[src/rtl/el_timing_gen_if.sv]
// rtl/el_timing_gen_if.sv - run control and timing outputs of the EL timing generator
//
// Purpose : groups the enable input and the registered timing outputs of
//           el_timing_gen so the generator and its consumer share one bundle.
// Signals : enable    - run timing when high (consumer -> generator)
//           HS        - horizontal sync, active high
//           VS        - vertical sync, active high
//           pixValid  - current cycle carries an active pixel word
//           pixCount  - word index within the active line
//           lineCount - active line index
//           field     - odd/even frame indicator
// Modports: master = timing generator, slave = consumer of the timing.
interface el_timing_gen_if;
   logic       enable;
   logic       HS;
   logic       VS;
   logic       pixValid;
   logic [7:0] pixCount;
   logic [7:0] lineCount;
   logic       field;

   modport master (
      input  enable,
      output HS, VS, pixValid, pixCount, lineCount, field
   );

   modport slave (
      output enable,
      input  HS, VS, pixValid, pixCount, lineCount, field
   );
endinterface

[src/rtl/el_timing_gen.sv]
// rtl/el_timing_gen.sv - raster timing generator for an EL panel (4-pixel words)
//
// Purpose : free-running horizontal/vertical counters producing registered
//           sync, active-video and position outputs. Every output is decoded
//           from the counter values present before the clock edge, so each
//           output update describes the (h,v) of one counter cycle.
// Ports   : Vclk   - pixel-word clock, all logic on the rising edge
//           nReset - asynchronous active-low reset
//           tg     - el_timing_gen_if.master (enable in; HS, VS, pixValid,
//                    pixCount, lineCount, field out)
// Options : EL_TIMING_FIELD_EN - when defined, field toggles on every frame
//           wrap; otherwise field is tied to 0 and no field register exists.
module el_timing_gen #(
   parameter int H_ACTIVE = 80,
   parameter int H_FP     = 4,
   parameter int H_SYNC   = 8,
   parameter int H_BP     = 4,
   parameter int V_ACTIVE = 240,
   parameter int V_FP     = 2,
   parameter int V_SYNC   = 2,
   parameter int V_BP     = 2
) (
   input  logic               Vclk,
   input  logic               nReset,
   el_timing_gen_if.master    tg
);

   localparam int HT = H_ACTIVE + H_FP + H_SYNC + H_BP;
   localparam int VT = V_ACTIVE + V_FP + V_SYNC + V_BP;
   // One extra count of headroom keeps the counters wide enough to also
   // hold H_ACTIVE/V_ACTIVE themselves for the range comparisons.
   localparam int HW = $clog2(HT + 1);
   localparam int VW = $clog2(VT + 1);

   localparam logic [HW-1:0] H_LAST = HW'(HT - 1);
   localparam logic [VW-1:0] V_LAST = VW'(VT - 1);

   localparam int HS_START = H_ACTIVE + H_FP;
   localparam int HS_END   = H_ACTIVE + H_FP + H_SYNC;
   localparam int VS_START = V_ACTIVE + V_FP;
   localparam int VS_END   = V_ACTIVE + V_FP + V_SYNC;

   logic [HW-1:0] h;
   logic [VW-1:0] v;
   logic          h_wrap;
   logic          v_wrap;

   logic          hs_d;
   logic          vs_d;
   logic          pix_d;
   logic [7:0]    pixcnt_d;
   logic [7:0]    linecnt_d;

   logic          hs_q;
   logic          vs_q;
   logic          pix_q;
   logic [7:0]    pixcnt_q;
   logic [7:0]    linecnt_q;

   assign h_wrap = (h == H_LAST);
   assign v_wrap = (v == V_LAST);

   // Decode of the current counter values; registered below.
   always_comb begin
      pix_d     = 1'b0;
      hs_d      = 1'b0;
      vs_d      = 1'b0;
      pixcnt_d  = 8'd0;
      linecnt_d = 8'd0;
      pix_d     = (int'(h) < H_ACTIVE) && (int'(v) < V_ACTIVE);
      // HS runs on blanking lines too, so it ignores v entirely.
      hs_d      = (int'(h) >= HS_START) && (int'(h) < HS_END);
      // VS depends on v only, so it rises and falls with the line at h=0.
      vs_d      = (int'(v) >= VS_START) && (int'(v) < VS_END);
      if (pix_d) begin
         pixcnt_d  = 8'(h);
         linecnt_d = 8'(v);
      end
   end

   always_ff @(posedge Vclk or negedge nReset) begin
      if (!nReset) begin
         h         <= '0;
         v         <= '0;
         hs_q      <= 1'b0;
         vs_q      <= 1'b0;
         pix_q     <= 1'b0;
         pixcnt_q  <= 8'd0;
         linecnt_q <= 8'd0;
      end else if (!tg.enable) begin
         // Parked at the frame origin so re-enabling starts a clean frame.
         h         <= '0;
         v         <= '0;
         hs_q      <= 1'b0;
         vs_q      <= 1'b0;
         pix_q     <= 1'b0;
         pixcnt_q  <= 8'd0;
         linecnt_q <= 8'd0;
      end else begin
         h         <= h_wrap ? '0 : h + HW'(1);
         if (h_wrap) begin
            v <= v_wrap ? '0 : v + VW'(1);
         end
         hs_q      <= hs_d;
         vs_q      <= vs_d;
         pix_q     <= pix_d;
         pixcnt_q  <= pixcnt_d;
         linecnt_q <= linecnt_d;
      end
   end

   assign tg.HS        = hs_q;
   assign tg.VS        = vs_q;
   assign tg.pixValid  = pix_q;
   assign tg.pixCount  = pixcnt_q;
   assign tg.lineCount = linecnt_q;

`ifdef EL_TIMING_FIELD_EN
   logic field_q;

   // Toggles on the edge where both counters wrap; holds while disabled.
   always_ff @(posedge Vclk or negedge nReset) begin
      if (!nReset) begin
         field_q <= 1'b0;
      end else if (tg.enable && h_wrap && v_wrap) begin
         field_q <= ~field_q;
      end
   end

   assign tg.field = field_q;
`else
   assign tg.field = 1'b0;
`endif

endmodule

[src/flat_wrapper.sv]
// flat-port wrapper written by rule: the top's interface ports become plain ports
module el_timing_gen_flat 
#(
   parameter int H_ACTIVE = 80,
   parameter int H_FP     = 4,
   parameter int H_SYNC   = 8,
   parameter int H_BP     = 4,
   parameter int V_ACTIVE = 240,
   parameter int V_FP     = 2,
   parameter int V_SYNC   = 2,
   parameter int V_BP     = 2
)
  (Vclk, nReset, tg_enable, tg_HS, tg_VS, tg_pixValid, tg_pixCount, tg_lineCount, tg_field);
  el_timing_gen_if tg_i ();
  input  logic Vclk;
  input  logic nReset;
  input wire logic [$bits(tg_i.enable)-1:0] tg_enable;
  output wire logic [$bits(tg_i.HS)-1:0] tg_HS;
  output wire logic [$bits(tg_i.VS)-1:0] tg_VS;
  output wire logic [$bits(tg_i.pixValid)-1:0] tg_pixValid;
  output wire logic [$bits(tg_i.pixCount)-1:0] tg_pixCount;
  output wire logic [$bits(tg_i.lineCount)-1:0] tg_lineCount;
  output wire logic [$bits(tg_i.field)-1:0] tg_field;
  assign tg_i.enable = tg_enable;
  assign tg_HS = tg_i.HS;
  assign tg_VS = tg_i.VS;
  assign tg_pixValid = tg_i.pixValid;
  assign tg_pixCount = tg_i.pixCount;
  assign tg_lineCount = tg_i.lineCount;
  assign tg_field = tg_i.field;
  el_timing_gen #(.H_ACTIVE(H_ACTIVE), .H_FP(H_FP), .H_SYNC(H_SYNC), .H_BP(H_BP), .V_ACTIVE(V_ACTIVE), .V_FP(V_FP), .V_SYNC(V_SYNC), .V_BP(V_BP)) u_core (.Vclk(Vclk), .nReset(nReset), .tg(tg_i));
endmodule
[config.mk]
export PLATFORM = sky130hd
export DESIGN_NAME = el_timing_gen_flat
export DESIGN_NICKNAME = d
export VERILOG_FILES = /design/src/rtl/el_timing_gen_if.sv /design/src/rtl/el_timing_gen.sv /design/src/flat_wrapper.sv
export SDC_FILE = /design/constraint.sdc
export NUM_CORES = 1
export LEC_CHECK = 0
export CAP_MARGIN = 10
export CORE_ASPECT_RATIO = 0.5
export CORE_MARGIN = 10
export CORE_UTILIZATION = 30
export CTS_CLUSTER_SIZE = 14
export DETAILED_ROUTE_END_ITERATION = 10
export GPL_TIMING_DRIVEN = 0
export SYNTH_ARGS = -nofsm -noshare
export SYNTH_HDL_FRONTEND = slang
export SYNTH_SLANG_ARGS = --single-unit
export TNS_END_PERCENT = 1
[constraint.sdc]
create_clock -name Vclk -period 1.8 [get_ports Vclk]
set_input_delay 0.45 -clock Vclk [delete_from_list [all_inputs] [get_ports Vclk]]
set_output_delay 0.45 -clock Vclk [all_outputs]
set_load 0.02 [all_outputs]
==> impl_metrics.json, run 1 <==
{
  "area_growth_pct": 25.1,
  "rsz0062_at_grt": "false",
  "gp_congestion": 0.809,
  "finalHoldViolCount": 0,
  "firstDrtPassIters": 4,
  "relSlewSlack_pct": 51.8,
  "routed_wl_um": 2810,
  "die_h_um": 68.4,
  "dp_cells": 201,
  "h-tree-depth": 2,
  "arrival_ns": 1.21,
  "synth_area_um2": 1400,
  "grt_pass1_wl_um": 4860,
  "drive_gt1_share_pct": 12.5,
  "drtIter0Drc": 91,
  "timing.final.ws_setup_ns": 0.138,
  "maxSlewViolCount": 0,
  "register_area_um2": 826,
  "crit_required_ns": 1.35,
  "timing.hold.ws_ns": 0.224,
  "grt_max_degree": 34,
  "crit_family": "buffers and inverters",
  "path_cells": "clkdlybuf4s50_1",
  "slowest_delay_ns": 0.61,
  "status": "completed",
  "antenna_found_initial": 0,
  "viasPerCell": 4.52,
  "grt_pass1_vias": 1003,
  "tightest_slew_ns": 0.723,
  "grtUsageTotal_pct": 7.92,
  "root_buffer": "clkbuf_8",
  "numCtsBuffers": 5,
  "core_area_um2": 4470,
  "via_count": 944,
  "fin_crit_sh_pct": 92.3,
  "cts.sinks": 33,
  "cts_buffer_depth": 2,
  "detail-route-antenna-nets": 0,
  "hpwl_um": 1990,
  "row_count": 17,
  "synth_area_per_cell_um2": 11.4,
  "final_area_um2": 1760,
  "slowest_stage": "clkdlybuf4s50_1",
  "cp-end-kind": "output pin",
  "final_util_pct": 39.3,
  "final_net_count": 157,
  "setup_viol": 0,
  "clk_latency_ns": 0.28,
  "skew_ns": 0.00123,
  "start_util_pct": 31.4,
  "multi_input_area_um2": 539,
  "seq_area_frac_synth_pct": 58.8,
  "max-vdd-ir-drop_v": 0.000284,
  "synth_cells": 123,
  "fin_cells": 209,
  "power_per_cell_area_nw_per_um2": 769,
  "ioPinCount": 23,
  "cts_setup_buffers": 0,
  "fillCellCount": 431,
  "clk_pin_slew_ns": 0.06,
  "cts_tree": "yes",
  "die_w_um": 117,
  "wire_per_inst_um": 13.4,
  "holdBufCountCts": 0,
  "place_ws_ns": -0.0406,
  "ys_warn_count": 0,
  "clock.fmax_ghz": 0.602,
  "ctsResizeCount": 0,
  "hold_class": "primary input to asynchronous set/reset pin",
  "timing_worst_setup_path_type": "flop to output pin",
  "dpl_cell_area_um2": 1670,
  "ys_seq_elements": 33,
  "antennaDiodeCount": 0,
  "crit_path_start_kind": "flop",
  "worstPathMaxFanout": 1,
  "yosysUniqueCellTypes": 33,
  "die_area_um2": 7980,
  "leakage_nw": 0.792,
  "fin_setup_tns_ns": 0,
  "p_total_mw": 1.35,
  "path_buf_inv": 1,
  "grt-ovfl-total": 0,
  "period_minus_slack_ns": 1.66,
  "maxCapViolations": 0,
  "drcViolationCount": 0,
  "portBuffers": 20
}
## worst paths after layout
path | depth (start not counted) | start | slack (ns) | to
worst max-delay path | 1 | u_core.tg.pixCount[0]$_DFF_PN0_ | 0.14 | tg_pixCount[0]
worst min-delay path | 1 | nReset | 0.22 | u_core.tg.pixCount[0]$_DFF_PN0_
worst max register to register | 6 | u_core.h[0]$_DFF_PN0_ | 0.16 | u_core.v[4]$_DFFE_PN0P_
worst min register to register | 1 | u_core.h[0]$_DFF_PN0_ | 0.48 | u_core.h[0]$_DFF_PN0_
max in group asynchronous | 1 | nReset | 1.12 | u_core.tg.pixValid$_DFF_PN0_
min in group Vclk | 1 | u_core.h[0]$_DFF_PN0_ | 0.48 | u_core.h[0]$_DFF_PN0_
## flip-flops by register name (all words and copies together), names as in the netlist
signal,cells
u_core.tg.HS,1
u_core.h,7
u_core.v,8
u_core.tg.lineCount,8
u_core.tg.pixCount,7
u_core.tg.VS,1
u_core.tg.pixValid,1
## cells by family after synthesis
family | count (synthesis) | synth area share, %
mux | 1 | 0.802
flops | 33 | 58.8
compound gates | 13 | 7.66
fa+ha+maj | 3 | 2.67
simple gates | 59 | 23.6
xor+xnor | 5 | 3.12
other cells | 1 | 0.267
buf+inv | 8 | 3.03
## cells in the final DEF, fill, tap and decap left out, drive strengths merged, types with 2 or more instances in the layout
cell type,n
o311ai,5
clkbuf,8
inv,2
nand3,12
nor2,5
clkinv,2
conb,2
nand2,12
and3,3
and2,18
xor2,2
buf,5
and4,2
dfrtp,33
clkdlybuf4s50,19
o21ai,3
xnor2,3
ha,3
## layout make-up
cell class              count  share of cell area [%]
plain buffers               6                    1.99
clock buffers               6                    4.13
clock inverters             2                   0.570
inverters                   2                   0.427
multi-input cells          83                    30.7
flip-flops and latches     33                    47.0
well taps                  57                    4.06
repair buffers             20                    11.1
## cells in the mapped netlist (all sizes together)
cell     n  area, um2
xor2     2       17.5
nor2b    1       6.26
xnor2    3       26.3
conb     1       3.75
nor4     1       6.26
clkbuf   2       7.51
inv      2       7.51
dfrtp   33        826
ha       3       37.5
and2    18        113
a32o     1       10.0
nor2     5       18.8
nand2   12       52.6
buf      4       27.5
o31ai    1       7.51
or2      1       6.26
nand3   12       65.1
o21ba    1       10.0
nand4    1       6.26
a21boi   1       11.3
and3     3       18.8
and4     2       17.5
o21ai    3       15.0
nand3b   1       7.51
and2b    1       7.51
o31a     1       10.0
o311ai   5       43.8
mux2     1       11.3
nand2b   1       6.26
## layer usage
layer  track usage [%]  wire length (um)
met5                 0                 0
met4              4.13                27
met3              3.93               225
met2              12.1              1230
met1              9.10              1330
## power by group
group	switching (mW)	internal [mW]	total [mW]
logic	0.0453	0.0248	0.0700
clock network	0.256	0.267	0.523
registers	0.00659	0.752	0.758
total	0.307	1.04	1.35
(Power assumes the default switching activity.)
==> inputs of run 2 (changes only) <==
- CTS_BUF_LIST: unset -> sky130_fd_sc_hd__clkbuf_16
==> impl_metrics.json, run 2 (same netlist as run 1, synthesis figures left out) <==
{
  "status": "completed",
  "detail-route-antenna-nets": 0,
  "arrival_ns": 1.20,
  "die_h_um": 68.4,
  "hpwl_um": 1990,
  "drive_gt1_share_pct": 12.5,
  "p_total_mw": 1.62,
  "path_buf_inv": 1,
  "clk_pin_slew_ns": 0.05,
  "ctsResizeCount": 0,
  "drcViolationCount": 0,
  "viasPerCell": 4.63,
  "max-vdd-ir-drop_v": 0.000318,
  "crit_path_start_kind": "flop",
  "gp_congestion": 0.809,
  "root_buffer": "clkbuf_16",
  "slowest_delay_ns": 0.61,
  "rsz0062_at_grt": "false",
  "drtIter0Drc": 101,
  "ff2ff_setup_slack_ns": 0.16,
  "crit_family": "buffers and inverters",
  "die_area_um2": 7980,
  "period_minus_slack_ns": 1.65,
  "dr_wl_met2_um": 1190,
  "maxSlewViolCount": 0,
  "cts_setup_buffers": 0,
  "timing_worst_setup_path_type": "flop to output pin",
  "hold_class": "primary input to asynchronous set/reset pin",
  "setup_viol": 0,
  "clock.fmax_ghz": 0.606,
  "start_util_pct": 31.4,
  "layout_commonest_cell": "dfrtp_1",
  "cts_tree": "yes",
  "cts_buffer_depth": 2,
  "maxCapViolations": 0,
  "wl_met3_um": 244,
  "cts.sinks": 33,
  "antennaDiodeCount": 0,
  "highest_layer": "met4",
  "reg2reg_to": "u_core.v[4]$_DFFE_PN0P_",
  "grt-ovfl-total": 0,
  "numCtsBuffers": 5,
  "fin_crit_sh_pct": 91.7,
  "area_growth_pct": 29.1,
  "grt_pass1_wl_um": 4830,
  "routed_wl_um": 2800,
  "fin_setup_tns_ns": 0,
  "timing.final.ws_setup_ns": 0.149,
  "clk_latency_ns": 0.27,
  "grtUsageTotal_pct": 7.88,
  "holdBufCountCts": 0,
  "met1Wirelength_um": 1310,
  "grt_max_degree": 34,
  "grt_pass1_vias": 1019,
  "die_w_um": 117,
  "crit_required_ns": 1.35,
  "place_ws_ns": -0.0406,
  "tightest_slew_ns": 0.722,
  "leakage_nw": 0.822,
  "row_count": 17,
  "multi_input_area_um2": 539,
  "h-tree-depth": 2,
  "portBuffers": 20,
  "firstDrtPassIters": 5,
  "worstPathMaxFanout": 1,
  "final_cell_mix": "33 x dfrtp_1, 19 x clkdlybuf4s50_1, 18 x and2_1, 11 x nand2_1, 11 x nand3_1",
  "slowest_stage": "clkdlybuf4s50_1",
  "via_count": 967,
  "relSlewSlack_pct": 51.9,
  "reg2regPathDepth": 6,
  "r2r_start": "u_core.h[0]$_DFF_PN0_",
  "ioPinCount": 23,
  "cp-end-kind": "output pin",
  "power_per_cell_area_nw_per_um2": 891,
  "path_cells": "clkdlybuf4s50_1",
  "final_net_count": 157,
  "antenna_found_initial": 0,
  "fillCellCount": 425,
  "skew_ns": 0.00214,
  "wire_per_inst_um": 13.4,
  "finalHoldViolCount": 0,
  "register_area_um2": 826,
  "core_area_um2": 4470
}
## run 2: cell types whose count changed in the layout (fill, tap and decap cells not counted)
cell / delta
clkbuf_1: -1
clkbuf_16: +5
clkbuf_8: -5
inv_1: +1
## run 2: area by class of cell
cell class                 count  share of cell area [%]
buffer                         6                    1.93
clock buffer                   5                    6.90
clock inverter                 3                   0.759
inverter                       2                   0.414
multi-input combinational     83                    29.7
sequential                    33                    45.5
tap                           57                    3.93
timing repair buffer          20                    10.8
## run 2: worst max-delay path by stage
stage	from	end	slack, ns	depth (start not counted)
global route	u_core.h[0]$_DFF_PN0_	u_core.v[4]$_DFFE_PN0P_	0.06	6
global placement	nReset	u_core.tg.lineCount[0]$_DFF_PN0_	-0.34	1
CTS	u_core.tg.pixCount[0]$_DFF_PN0_	tg_pixCount[0]	0.13	1
detailed placement	tg_enable	u_core.tg.lineCount[4]$_DFF_PN0_	-0.04	4
floorplan	u_core.h[0]$_DFF_PN0_	u_core.v[7]$_DFFE_PN0P_	0.38	6
finish	u_core.tg.pixCount[0]$_DFF_PN0_	tg_pixCount[0]	0.15	1
## run 2: metal layers
metal	up-vias	GRT usage (%)
li1	476	-
met4	0	5.05
met1	451	8.95
met5	-	0
met2	33	12.4
met3	7	3.14
## run 2: metrics by stage
step                hold WS, ns  instance area, um2  util (%)  std cells
global route              0.297                1810      40.6        209
CTS                       0.264                1810      40.6        209
finish                    0.232                1810      40.6        209
floorplan                 0.154                1410         -        124
global placement          0.466                1680      37.6        201
detailed placement        0.473                1670      37.5        201
## run 2: power breakdown
group          total (mW)  internal [mW]  switching [mW]
logic              0.0704         0.0248          0.0456
registers           0.760          0.753         0.00658
clock network       0.786          0.501           0.286
total                1.62           1.28           0.338
